[src/rtl/uart_line_echo_if.sv]
// Handshake bundle between the transceiver halves and the line echo stage.
// The slave side is the echo block; the master side is the transceiver (or a bench).
interface uart_line_echo_if #(
  parameter int DEPTH = 64
);
  localparam int LW = $clog2(DEPTH + 1);

  logic [7:0]    i_rx_data;
  logic          i_rx_data_valid;
  logic [7:0]    o_tx_data;
  logic          o_tx_data_valid;
  logic          i_tx_ready;
  logic          o_busy;
  logic          o_overrun;
  logic [LW-1:0] o_line_len;

  modport slave (
    input  i_rx_data, i_rx_data_valid, i_tx_ready,
    output o_tx_data, o_tx_data_valid, o_busy, o_overrun, o_line_len
  );

  modport master (
    output i_rx_data, i_rx_data_valid, i_tx_ready,
    input  o_tx_data, o_tx_data_valid, o_busy, o_overrun, o_line_len
  );
endinterface

[src/rtl/uart_line_echo.sv]
// Buffers one received line, then replays it to TX under valid/ready,
// optionally followed by CR LF. Bytes arriving while replaying are dropped.
module uart_line_echo #(
  parameter int         DEPTH       = 64,
  parameter logic [7:0] TERM        = 8'h0D,
  parameter bit         APPEND_CRLF = 1'b1
) (
  input  logic           clk,
  input  logic           reset,
  uart_line_echo_if.slave bus
);
  localparam int CW = $clog2(DEPTH + 1);
  localparam int AW = $clog2(DEPTH);

  localparam logic [1:0] S_COLLECT = 2'd0;
  localparam logic [1:0] S_SEND    = 2'd1;
  localparam logic [1:0] S_SEND_CR = 2'd2;
  localparam logic [1:0] S_SEND_LF = 2'd3;

  logic [1:0]    r_state;
  logic [CW-1:0] r_count;
  logic [CW-1:0] r_rd_ptr;
  logic [CW-1:0] r_line_len;
  logic [7:0]    r_tx_data;
  logic          r_tx_valid;
  logic          r_overrun;
  logic [7:0]    r_buf [DEPTH];

  logic          w_xfer;
  logic          w_is_term;
  logic          w_is_lf;
  logic          w_store;
  logic          w_full;
  logic          w_last;
  logic [CW-1:0] w_count_nxt;
  logic [CW-1:0] w_ptr_nxt;

  assign w_xfer      = r_tx_valid && bus.i_tx_ready;
  assign w_is_term   = (bus.i_rx_data == TERM);
  // A LF after the CR terminator would otherwise echo as an extra blank line.
  assign w_is_lf     = APPEND_CRLF && (bus.i_rx_data == 8'h0A);
  assign w_store     = (r_state == S_COLLECT) && bus.i_rx_data_valid && !w_is_term && !w_is_lf;
  assign w_count_nxt = r_count + 1'b1;
  assign w_full      = (w_count_nxt == CW'(DEPTH));
  assign w_ptr_nxt   = r_rd_ptr + 1'b1;
  assign w_last      = (w_ptr_nxt == r_line_len);

  always_ff @(posedge clk)
    if (w_store) r_buf[r_count[AW-1:0]] <= bus.i_rx_data;

  always_ff @(posedge clk or posedge reset) begin
    if (reset) begin
      r_state    <= S_COLLECT;
      r_count    <= '0;
      r_rd_ptr   <= '0;
      r_line_len <= '0;
      r_tx_data  <= 8'h00;
      r_tx_valid <= 1'b0;
      r_overrun  <= 1'b0;
    end else begin
      if (bus.i_rx_data_valid && (r_state != S_COLLECT)) r_overrun <= 1'b1;
      case (r_state)
        S_COLLECT: if (bus.i_rx_data_valid) begin
          if (w_is_term) begin
            if (r_count != '0) begin
              r_line_len <= r_count;
              r_rd_ptr   <= '0;
              r_tx_data  <= r_buf[0];
              r_tx_valid <= 1'b1;
              r_state    <= S_SEND;
            end else if (APPEND_CRLF) begin
              r_line_len <= '0;
              r_tx_data  <= 8'h0D;
              r_tx_valid <= 1'b1;
              r_state    <= S_SEND_CR;
            end
          end else if (!w_is_lf) begin
            r_count <= w_count_nxt;
            // Full flush: buf[0] is already written since DEPTH >= 2.
            if (w_full) begin
              r_line_len <= CW'(DEPTH);
              r_rd_ptr   <= '0;
              r_tx_data  <= r_buf[0];
              r_tx_valid <= 1'b1;
              r_state    <= S_SEND;
            end
          end
        end
        S_SEND: if (w_xfer) begin
          if (w_last) begin
            if (APPEND_CRLF) begin
              r_tx_data <= 8'h0D;
              r_state   <= S_SEND_CR;
            end else begin
              r_tx_valid <= 1'b0;
              r_count    <= '0;
              r_state    <= S_COLLECT;
            end
          end else begin
            r_rd_ptr  <= w_ptr_nxt;
            r_tx_data <= r_buf[w_ptr_nxt[AW-1:0]];
          end
        end
        S_SEND_CR: if (w_xfer) begin
          r_tx_data <= 8'h0A;
          r_state   <= S_SEND_LF;
        end
        S_SEND_LF: if (w_xfer) begin
          r_tx_valid <= 1'b0;
          r_count    <= '0;
          r_state    <= S_COLLECT;
        end
        default: r_state <= S_COLLECT;
      endcase
    end
  end

  assign bus.o_tx_data       = r_tx_data;
  assign bus.o_tx_data_valid = r_tx_valid;
  assign bus.o_busy          = (r_state != S_COLLECT);
  assign bus.o_overrun       = r_overrun;
  assign bus.o_line_len      = r_line_len;
endmodule
[src/flat_wrapper.sv]
// flat-port wrapper written by rule: the top's interface ports become plain ports
module uart_line_echo_flat 
#(
  parameter int         DEPTH       = 64,
  parameter logic [7:0] TERM        = 8'h0D,
  parameter bit         APPEND_CRLF = 1'b1
)
  (clk, reset, bus_i_rx_data, bus_i_rx_data_valid, bus_i_tx_ready, bus_o_tx_data, bus_o_tx_data_valid, bus_o_busy, bus_o_overrun, bus_o_line_len);
  uart_line_echo_if #(.DEPTH(DEPTH)) bus_i ();
  input  logic clk;
  input  logic reset;
  input wire logic [$bits(bus_i.i_rx_data)-1:0] bus_i_rx_data;
  input wire logic [$bits(bus_i.i_rx_data_valid)-1:0] bus_i_rx_data_valid;
  input wire logic [$bits(bus_i.i_tx_ready)-1:0] bus_i_tx_ready;
  output wire logic [$bits(bus_i.o_tx_data)-1:0] bus_o_tx_data;
  output wire logic [$bits(bus_i.o_tx_data_valid)-1:0] bus_o_tx_data_valid;
  output wire logic [$bits(bus_i.o_busy)-1:0] bus_o_busy;
  output wire logic [$bits(bus_i.o_overrun)-1:0] bus_o_overrun;
  output wire logic [$bits(bus_i.o_line_len)-1:0] bus_o_line_len;
  assign bus_i.i_rx_data = bus_i_rx_data;
  assign bus_i.i_rx_data_valid = bus_i_rx_data_valid;
  assign bus_i.i_tx_ready = bus_i_tx_ready;
  assign bus_o_tx_data = bus_i.o_tx_data;
  assign bus_o_tx_data_valid = bus_i.o_tx_data_valid;
  assign bus_o_busy = bus_i.o_busy;
  assign bus_o_overrun = bus_i.o_overrun;
  assign bus_o_line_len = bus_i.o_line_len;
  uart_line_echo #(.DEPTH(DEPTH), .TERM(TERM), .APPEND_CRLF(APPEND_CRLF)) u_core (.clk(clk), .reset(reset), .bus(bus_i));
endmodule
[config.mk]
export PLATFORM = sky130hd
export DESIGN_NAME = uart_line_echo_flat
export DESIGN_NICKNAME = d
export VERILOG_FILES = /design/src/rtl/uart_line_echo_if.sv /design/src/rtl/uart_line_echo.sv /design/src/flat_wrapper.sv
export SDC_FILE = /design/constraint.sdc
export NUM_CORES = 1
export LEC_CHECK = 0
export CELL_PAD_IN_SITES_DETAIL_PLACEMENT = 1
export CELL_PAD_IN_SITES_GLOBAL_PLACEMENT = 2
export CORE_ASPECT_RATIO = 1.2
export CORE_MARGIN = 5
export CORE_UTILIZATION = 55
export CTS_BUF_LIST = sky130_fd_sc_hd__clkbuf_8
export CTS_CLUSTER_SIZE = 28
export DETAILED_ROUTE_END_ITERATION = 8
export PLACE_DENSITY = 0.9
export SETUP_SLACK_MARGIN = 0.4
export SKIP_CTS_REPAIR_TIMING = 1
export SLEW_MARGIN = 5
export SYNTH_ARGS = -nofsm -noshare
export SYNTH_HDL_FRONTEND = slang
export SYNTH_SLANG_ARGS = --single-unit
[constraint.sdc]
create_clock -name clk -period 5.1 [get_ports clk]
set_clock_uncertainty 0.05 [all_clocks]
set_input_delay 1.02 -clock clk [delete_from_list [all_inputs] [get_ports clk]]
set_output_delay 1.02 -clock clk [all_outputs]
set_load 0.02 [all_outputs]
==> impl_metrics.py <==
metrics = {
    "outcome": {
        "status": "finished clean",
    },
    "min_path": {
        "hold_depth": 1,
        "hold_class": "reg -> reg",
    },
    "place": {
        "gp_congestion": 0.829,
        "portBuffers": 29,
        "place_hpwl_um": 36600,
        "pre_cts_ws_ps": 983,
    },
    "synth": {
        "ys.warnings.count": 0,
        "syn_nets": 1117,
        "synth_edf_count": 512,
        "yosys.area.top_type_share": 0.699,
        "synth_common_cells": "512 x edfxtp_1, 151 x mux4_2, 92 x nor2_1",
        "ys_seq_area_frac": 0.737,
        "synth_area_leader_cell": "edfxtp_1",
        "syn_area_per_cell_sq_um": 20.0,
        "synthFlopType": "edfxtp_1",
        "synthCells": 1097,
        "synth_seq_cells": 545,
        "yosys.cell_count.top_type": "edfxtp_1",
        "synth_async_sr_flop_share": 0.0606,
        "synth_area_leaders": "edfxtp_1 70%, mux4_2 15%, dfrtp_1 3.8%",
        "yosysUniqueCellTypes": 61,
        "synth_area_sq_um": 22000,
    },
    "cts": {
        "h-tree-depth": 3,
        "clk_pin_slew_ps": 70,
        "cts_buffers": 82,
        "root_buffer": "clkbuf_8",
        "cts.sinks": 545,
        "clockBufferDepth": 3,
        "clkLatencyLatePin_ps": 660,
        "cts_tree": "done",
    },
    "floorplanning": {
        "start_util": 0.555,
        "num_rows": 80,
        "die_y_um": 229,
        "ios": 30,
        "coreArea_sq_um": 39600,
        "die-area_sq_um": 44100,
        "die_w_um": 193,
    },
    "global_routing": {
        "grt_max_degree": 68,
        "grt_pass1_wl_um": 85100,
        "grt.total_usage": 0.270,
        "grt_util_met1": 0.346,
        "grt_util_met3": 0.0611,
        "grt.overflow.total": 0,
        "grt.busiest_layer": "met2",
        "antenna_found_initial": 5,
        "use_met2": 0.448,
        "grt_pass1_vias": 12400,
    },
    "detailed_routing": {
        "wl_per_cell_um": 32.6,
        "drt-total-wl_um": 58200,
        "drtIter0Drc": 1245,
        "vias": 11600,
        "drtPass1Iterations": 5,
        "drtAntennaViolNets": 0,
        "routed_via_density": 6.50,
        "drc_errors": 0,
    },
    "timing": {
        "rsz0062_at_grt": "false",
        "finalHoldViolCount": 0,
        "hold_slack_ps": 406,
        "finalSetupViolCount": 0,
        "clock.fmax_mhz": 252,
        "slew-limit-headroom": 0.125,
        "post-route-min-period_ps": 3970,
        "tns_ps": 0,
        "period_share": 0.778,
        "setup_ws_ps": 1130,
        "tightestPinTransition_ps": 1310,
        "final-max-slew-violation-count": 0,
    },
    "layout": {
        "postLayoutCoreUtil": 0.620,
        "drive_gt1_frac": 0.257,
        "multi_input_comb_area_sq_um": 5520,
        "fill_cells": 3401,
        "nets": 1207,
        "seqCellArea_sq_um": 16200,
        "synthToLayoutAreaGrowth_pct": 11.7,
    },
    "setup_path": {
        "end_kind": "register",
        "cp_max_fo": 28,
        "crit_type": "reg -> reg",
        "critPathLaunchType": "register",
        "reg2reg_depth": 8,
        "crit_arrival_ps": 4450,
        "crit_required_ps": 5580,
    },
    "pwr": {
        "power_density_nw_per_um2": 346,
        "peakVddDrop_mv": 0.205,
        "cellLeakagePower_nw": 7.79,
        "total_power_mw": 8.50,
    },
    "job": {
        "drv_cap": 0,
    },
}
==> worst max-delay path, cell delays in order, from the launching register on <==
cell and delay [ps]:
dfrtp_4 640, ha_4 660, buf_4 510, mux4_2 570
nor2b_1 150, a211oi_1 560, o31ai_1 160, o31ai_1 380
a21oi_1 120
==> per-stage QoR <==
stage | cell area (sq um) | std cells
floorplan | 22000 | 1097
global placement | 23000 | 1635
detailed placement | 23000 | 1636
CTS | 24600 | 1785
global route | 24600 | 1785
finish | 24600 | 1786
==> where the power goes <==
part	internal (mW)	switching, mW
registers	4.89	0.0000000000000000164
logic	0.00992	0.0861
clock network	1.81	1.71
total	6.71	1.79
==> registers in the layout, summed over array words and instances (netlist names) <==
name                        count
u_core.r_count                  7
u_core.r_buf                  512
u_core.r_rd_ptr                 7
u_core.bus.o_overrun            1
u_core.bus.o_line_len           7
u_core.bus.o_tx_data            8
u_core.bus.o_tx_data_valid      1
u_core.r_state                  2
==> final cells by class <==
| type | count | share of cell area |
|---|---|---|
| clock inverter | 64 | 0.0167 |
| antenna | 1 | 0.000102 |
| clock buffer | 85 | 0.0476 |
| sequential | 545 | 0.660 |
| multi-input combinational | 482 | 0.225 |
| timing repair buffer | 64 | 0.0224 |
| tap | 533 | 0.0271 |
| inverter | 12 | 0.00183 |
==> final timing paths <==
check	from	endpoint	slack, ps
setup / recovery	u_core.r_rd_ptr[0]$_DFFE_PP0P_	u_core.bus.o_tx_data[2]$_DFFE_PP0P_	1130
hold / removal	u_core.bus.o_overrun$_DFFE_PP0P_	u_core.bus.o_overrun$_DFFE_PP0P_	410
setup reg to reg	u_core.r_rd_ptr[0]$_DFFE_PP0P_	u_core.bus.o_tx_data[2]$_DFFE_PP0P_	1130
hold reg to reg	u_core.bus.o_overrun$_DFFE_PP0P_	u_core.bus.o_overrun$_DFFE_PP0P_	410
max in group asynchronous	reset	u_core.r_rd_ptr[0]$_DFFE_PP0P_	3900
min in group asynchronous	reset	u_core.bus.o_tx_data[0]$_DFFE_PP0P_	720
==> logic make-up (layout without fill, tap and decap cells) <==
family,count (synthesis),count (layout),share of synthesized area
other,0,1,0
adder cells (fa/ha/maj),8,8,0.00455
AND/OR/NAND/NOR,198,198,0.0424
buffers and inverters,70,225,0.0157
AO/OA/AOI/OAI,90,90,0.0290
multiplexers,171,171,0.164
flip-flops,545,545,0.737
XOR/XNOR,15,15,0.00791
==> metal layers <==
layer	vias up	wire, um
met1	6109	21300
met4	6	2340
li1	4703	-
met3	146	4750
met2	638	29800
met5	-	35
==> layout by cell type (no fill, tap or decap), types with 5 or more instances in the layout <==
cell	count
a211oi_1	8
a21oi_1	7
a22o_1	10
and2_1	6
and3_1	5
buf_2	8
buf_4	32
bufinv_16	5
clkbuf_8	85
clkdlybuf4s50_1	21
clkinv_1	23
clkinv_2	13
dfrtp_1	32
edfxtp_1	512
ha_1	7
inv_1	30
mux2i_1	19
mux4_2	151
nand2_1	33
nand3_1	26
nor2_1	92
nor2b_1	10
o211ai_1	6
o21ai_0	14
o21ai_1	9
o31ai_1	11
xnor2_1	6
Power figures use the tool's default switching activity.
